### src/rtl/crypt_pkg.sv
// Shared widths, FSM states and index type for the crypt block framer.
package crypt_pkg;
  localparam int unsigned BLK_BYTES = 16;
  localparam int unsigned KEY_W     = 10;
  localparam int unsigned BYTE_W    = 8;
  localparam int unsigned BLK_W     = BLK_BYTES * BYTE_W;
  localparam int unsigned IDX_W     = 4;

  typedef enum logic [1:0] {
    FILL  = 2'd0,
    WAIT  = 2'd1,
    DRAIN = 2'd2
  } state_t;

  typedef logic [IDX_W-1:0] byte_idx_t;
endpackage

### src/rtl/crypt_byte_piso.sv
// 16-byte parallel-load, byte-serial shift-out; byte 0 (bits 0..7) leaves first.
module crypt_byte_piso
  import crypt_pkg::*;
(
  input  logic              clk,
  input  logic              rst,
  input  logic              load,
  input  logic [0:BLK_W-1]  load_data,
  output logic [BYTE_W-1:0] out_data,
  output logic              out_valid,
  input  logic              out_ready,
  output logic              done_c
);

  logic [0:BLK_W-1] res_q, res_d;
  logic             valid_q, valid_d;
  byte_idx_t        idx_q, idx_d;
  logic             take_c;

  assign take_c    = valid_q && out_ready;
  assign done_c    = take_c && (idx_q == byte_idx_t'(BLK_BYTES - 1));
  assign out_data  = res_q[0:BYTE_W-1];
  assign out_valid = valid_q;

  // Load a fresh result, or shift one byte out per accepted handshake.
  always_comb begin
    res_d   = res_q;
    valid_d = valid_q;
    idx_d   = idx_q;
    if (load) begin
      res_d   = load_data;
      valid_d = 1'b1;
      idx_d   = '0;
    end else if (take_c) begin
      res_d = {res_q[BYTE_W:BLK_W-1], {BYTE_W{1'b0}}};
      idx_d = idx_q + byte_idx_t'(1);
      if (idx_q == byte_idx_t'(BLK_BYTES - 1)) begin
        valid_d = 1'b0;
      end
    end
  end

  // Result register, valid flag and byte index.
  always_ff @(posedge clk) begin
    if (rst) begin
      res_q   <= '0;
      valid_q <= 1'b0;
      idx_q   <= '0;
    end else begin
      res_q   <= res_d;
      valid_q <= valid_d;
      idx_q   <= idx_d;
    end
  end

endmodule

### src/rtl/crypt_block_framer.sv
// Byte-stream framer around the combinational 16-byte crypt core: fill, settle, drain.
module crypt_block_framer
  import crypt_pkg::*;
#(
  parameter int unsigned CORE_LAT = 1
) (
  input  logic              clk,
  input  logic              rst,
  input  logic [0:KEY_W-1]  cfg_key,
  input  logic              cfg_mode,
  input  logic              cfg_valid,
  output logic              cfg_ready,
  input  logic [BYTE_W-1:0] in_data,
  input  logic              in_valid,
  output logic              in_ready,
  output logic [BYTE_W-1:0] out_data,
  output logic              out_valid,
  input  logic              out_ready,
  output logic [0:BLK_W-1]  core_block,
  output logic [0:KEY_W-1]  core_key,
  output logic              core_mode,
  input  logic [0:BLK_W-1]  core_res_enc,
  input  logic [0:BLK_W-1]  core_res_dec,
  output logic              busy
);

  localparam logic [3:0] LAT = 4'(CORE_LAT);

  state_t           state_q, state_d;
  byte_idx_t        cnt_q, cnt_d;
  logic [3:0]       wait_cnt_q, wait_cnt_d;
  logic [0:BLK_W-1] core_block_q, core_block_d;
  logic [0:KEY_W-1] core_key_q, core_key_d;
  logic             core_mode_q, core_mode_d;
  logic             piso_load_c;
  logic             piso_valid;
  logic             piso_done_c;
  logic [0:BLK_W-1] piso_data_c;

  assign piso_data_c = core_mode_q ? core_res_dec : core_res_enc;

  // Handshake levels come from registered state; all forced low while in reset.
  assign in_ready   = !rst && (state_q == FILL);
  assign cfg_ready  = !rst && (state_q == FILL) && (cnt_q == '0);
  assign busy       = !rst && ((state_q == WAIT) || (state_q == DRAIN));
  assign out_valid  = !rst && piso_valid;
  assign core_block = core_block_q;
  assign core_key   = core_key_q;
  assign core_mode  = core_mode_q;

  // Next-state: byte assembly in FILL, settle countdown in WAIT, hand-off in DRAIN.
  always_comb begin
    state_d      = state_q;
    cnt_d        = cnt_q;
    wait_cnt_d   = wait_cnt_q;
    core_block_d = core_block_q;
    core_key_d   = core_key_q;
    core_mode_d  = core_mode_q;
    piso_load_c  = 1'b0;
    unique case (state_q)
      FILL: begin
        if (cfg_valid && (cnt_q == '0)) begin
          core_key_d  = cfg_key;
          core_mode_d = cfg_mode;
        end
        if (in_valid) begin
          core_block_d[{cnt_q, 3'b000} +: BYTE_W] = in_data;
          if (cnt_q == byte_idx_t'(BLK_BYTES - 1)) begin
            state_d    = WAIT;
            cnt_d      = '0;
            wait_cnt_d = LAT;
          end else begin
            cnt_d = cnt_q + byte_idx_t'(1);
          end
        end
      end
      WAIT: begin
        wait_cnt_d = wait_cnt_q - 4'd1;
        if (wait_cnt_q == 4'd1) begin
          piso_load_c = 1'b1;
          state_d     = DRAIN;
        end
      end
      DRAIN: begin
        if (piso_done_c) begin
          state_d = FILL;
        end
      end
      default: state_d = FILL;
    endcase
  end

  // State, counters and core-facing registers.
  always_ff @(posedge clk) begin
    if (rst) begin
      state_q      <= FILL;
      cnt_q        <= '0;
      wait_cnt_q   <= '0;
      core_block_q <= '0;
      core_key_q   <= '0;
      core_mode_q  <= 1'b0;
    end else begin
      state_q      <= state_d;
      cnt_q        <= cnt_d;
      wait_cnt_q   <= wait_cnt_d;
      core_block_q <= core_block_d;
      core_key_q   <= core_key_d;
      core_mode_q  <= core_mode_d;
    end
  end

  crypt_byte_piso u_piso (
    .clk       (clk),
    .rst       (rst),
    .load      (piso_load_c),
    .load_data (piso_data_c),
    .out_data  (out_data),
    .out_valid (piso_valid),
    .out_ready (out_ready),
    .done_c    (piso_done_c)
  );

endmodule

### config.mk
export PLATFORM = sky130hd
export DESIGN_NAME = crypt_block_framer
export DESIGN_NICKNAME = d
export VERILOG_FILES = /design/src/rtl/crypt_pkg.sv /design/src/rtl/crypt_byte_piso.sv /design/src/rtl/crypt_block_framer.sv
export SDC_FILE = /design/constraint.sdc
export NUM_CORES = 1
export LEC_CHECK = 0
export CAP_MARGIN = 40
export CORE_ASPECT_RATIO = 1.1
export CORE_MARGIN = 3
export CORE_UTILIZATION = 44
export CTS_BUF_LIST = sky130_fd_sc_hd__clkbuf_4 sky130_fd_sc_hd__clkbuf_8
export DETAILED_ROUTE_END_ITERATION = 8
export MAX_ROUTING_LAYER = met4
export PLACE_DENSITY = 0.79
export SLEW_MARGIN = 20
export SYNTH_ARGS = -nofsm -noshare
export SYNTH_HDL_FRONTEND = slang
export SYNTH_HIERARCHICAL = 1
export SYNTH_SLANG_ARGS = --single-unit
### constraint.sdc
create_clock -name clk -period 1.7 [get_ports clk]
set_input_delay 0.17 -clock clk [delete_from_list [all_inputs] [get_ports clk]]
set_output_delay 0.17 -clock clk [all_outputs]
set_load 0.05 [all_outputs]
==> impl_metrics.csv <==
group,metric,value,unit
critical_path,critPathArrivalTime,1.70,ns
final_layout,nets,2292,
outcome,outcome,"finished, violations left",
final_layout,syn_to_final_growth,61.5,%
routing,wire_per_inst,21.7,um
critical_path,path_buf_inv,4,
yosys,netlist_area,13700,um2
final_layout,fill_cells,2055,
timing,finClkSkew,0.0457,ns
yosys,ys_seq_area_frac,0.412,
timing,drv_slew,0,
final_layout,final_util,0.723,
routing,dr.pass1.iters,6,
placement,dp.final_hpwl,32.6,mm
final_layout,final_cells,2445,
final_layout,num_antenna_cells,0,
timing,rsz0062_at_grt,"yes",
critical_path,max_stage_delay,0.33,ns
yosys,async_flop_share,0,
timing,hold_viol,0,
critical_path,crit_chain,"inv_2 -> ha_4 -> buf_6 -> inv_4 -> nor2_4 -> and3_4 -> buf_8",
die,die_area,33300,um2
clock_network,numCtsBuffers,45,
final_layout,drive_gt1_frac,0.338,
power_and_ir_drop,power,0.0153,W
clock_network,cts.htree.levels,2,
timing,finalSetupViolations,31,
die,core-area,30600,um2
critical_path,cpMaxStageDelayCell,"dfxtp_2",
global_routing,grt_pass1_vias,12900,
yosys,synthFlopType,"dfxtp_1",
placement,dp.cells,2316,
die,start_util,0.448,
placement,gp_congestion,0.874,
die,io_pins,431,
timing,worstMarginPinSlew,0.527,ns
global_routing,grt_max_degree,78,
routing,drc,0,
yosys,synth_nets,1806,
timing,setup_slack,-0.169,ns
yosys,yosys_warnings,6,
min_path,worstHoldStart,"rst",
clock_network,clockBufferDepth,3,
outcome,violations,"negative setup slack",
critical_path,end_kind,"output pin",
die,die_x,174,um
yosys,avgSynthCellArea,9.06,um2
clock_network,cts_root_buf,"clkbuf_8",
job,maxCapViolations,0,
timing,fin_crit,1.87,ns
clock_network,path_clk_slew,0.06,ns
placement,portBuffers,430,
critical_path,crit_start,"state_q[1]",
die,rows,67,
global_routing,antenna_found_initial,0,
die,die_h,191,um
timing,period_share,1.10,
global_routing,gr-total-overflow,0,
global_routing,track_usage,0.266,
placement,preCtsSetupSlack,-0.185,ns
critical_path,critPathTopFamily,"buffers and inverters",
power_and_ir_drop,power.density,691,nW/um2
critical_path,start_kind,"flip-flop",
timing,fmax,0.535,GHz
power_and_ir_drop,ir_drop,669,uV
clock_network,cts.sinks,282,
min_path,hp-class,"in2reg",
critical_path,path_max_fanout,4,
critical_path,required,1.53,ns
yosys,syn_inst,1513,
clock_network,clk-insertion-delay-late,0.57,ns
yosys,yosys_register_bits,282,
routing,drt-initial-drc-count,1122,
routing,post_drt_via_cell_ratio,5.68,
clock_network,cts_tree,"done",
yosys,synth_edf_count,0,
power_and_ir_drop,cellLeakagePower,8.85,nW
critical_path,reg2reg_from,"state_q[1]",
routing,wl,53.1,mm
routing,route.vias.total,13900,
routing,ant_nets,0,
timing,max_slew_margin,0.650,
yosys,synth.distinct_cells,40,
global_routing,grt_pass1_wl,70.3,mm
critical_path,critical_path_class,"reg2out",
[worst paths after layout]
path / slack, ns / cells past startpoint / to
setup reg to reg: -0.10 / 8 / u_piso/res_q[30]
setup / recovery: -0.17 / 7 / cfg_ready
hold reg to reg: 0.45 / 2 / core_key[0]
hold / removal: 0.03 / 2 / core_block[45]
[state kept, by name (all words and copies together), names as in the netlist]
name	flops
core_block	128
cnt_q	4
wait_cnt_q	4
u_piso/out_valid	1
core_key	10
state_q	2
u_piso/idx_q	4
core_mode	1
u_piso/res_q	128
[area by class of cell]
class	instances	area [um2]	area share
Clock buffer	67	847	0.0383
Multi-Input combinational cell	1086	8860	0.400
Timing Repair Buffer	572	6070	0.274
Sequential cell	282	5670	0.256
Inverter	12	47.5	0.00215
Tap cell	414	518	0.0234
Clock inverter	12	125	0.00565
[cells in the final DEF (no fill, tap or decap), types with 25 or more instances in the layout]
cell	n
a211oi_1	47
a211oi_2	72
a21oi_1	50
and2_1	25
and3_1	121
buf_12	31
buf_4	119
clkbuf_8	56
clkdlybuf4s50_1	277
dfxtp_1	271
dlygate4sd2_1	91
mux2_2	128
mux2i_1	97
nand2_1	65
nand3_1	39
nor2_1	107
nor2b_4	91
nor3_1	87
nor3_2	38
[synthesized netlist by cell type, drive strengths merged (3+ instances only)]
cell    count  area (um2)
a21oi      56         280
clkbuf     73         277
nand3      45         240
and2       27         169
inv        12        45.0
a211oi    123         933
o21ai       4        20.0
mux2      128        1440
ha         13         163
mux2i      99         991
nand3b      9        67.6
nor2      117         477
nand2b      3        18.8
dfxtp     282        5650
nor3      125         641
and3      124         776
buf        61         329
nand2      68         258
nor2b     126         788
or3         4        25.0
[report_power, final]
group	leakage, nW	switching (W)	internal (W)
sequential	2.28	0.0000498	0.00666
clock	0.518	0.00280	0.00351
combinational	6.05	0.00111	0.00116
[per-stage QoR]
step	hold WS [ns]	instance area (um2)	setup TNS [ns]
after global placement	0.442	18900	-2.94
after CTS	0.00118	19900	-0.238
after detailed placement	0.446	18900	-8.52
after floorplan	0.298	13700	-1.34
final	0.0278	22100	-1.13
after global routing	0.0117	22100	-6.98
[worst reg2reg max path: stages, from the launching register on]
cell and delay (ns):
dfxtp_2 0.34, inv_2 0.05, buf_4 0.13, ha_2 0.19
and2_4 0.23, buf_12 0.17, buf_8 0.15, a211oi_1 0.31
nor3_1 0.08
[cells by family (layout without fill, tap and decap cells)]
logic type / Yosys count / after routing / share of synthesized area
simple gates: 654 / 655 / 0.256
flops: 282 / 282 / 0.412
mux: 227 / 227 / 0.177
compound gates: 187 / 187 / 0.0929
buf+inv: 146 / 663 / 0.0475
fa+ha+maj: 13 / 13 / 0.0119
xor+xnor: 4 / 4 / 0.00256
[layer usage]
| layer | vias to the layer above | global-route usage | part of all wire |
|---|---|---|---|
| li1 | 6310 | - | - |
| met2 | 778 | 0.434 | 0.49 |
| met1 | 6635 | 0.316 | 0.38 |
| met3 | 169 | 0.0757 | 0.090 |
| met5 | - | - | 0 |
| met4 | 0 | 0.0950 | 0.043 |
[timing repair]
action / CTS / global route
resized for setup: 120 / 331
setup buffers: 4 / 10
endpoints found under the setup margin: 219 / 162
hold buffers: 4 / 0
pin swaps: 3 / 80
cloned: 2 / 30
endpoints found under the hold margin: 1 / 0
No activity file was read; power rests on OpenSTA's default activity.
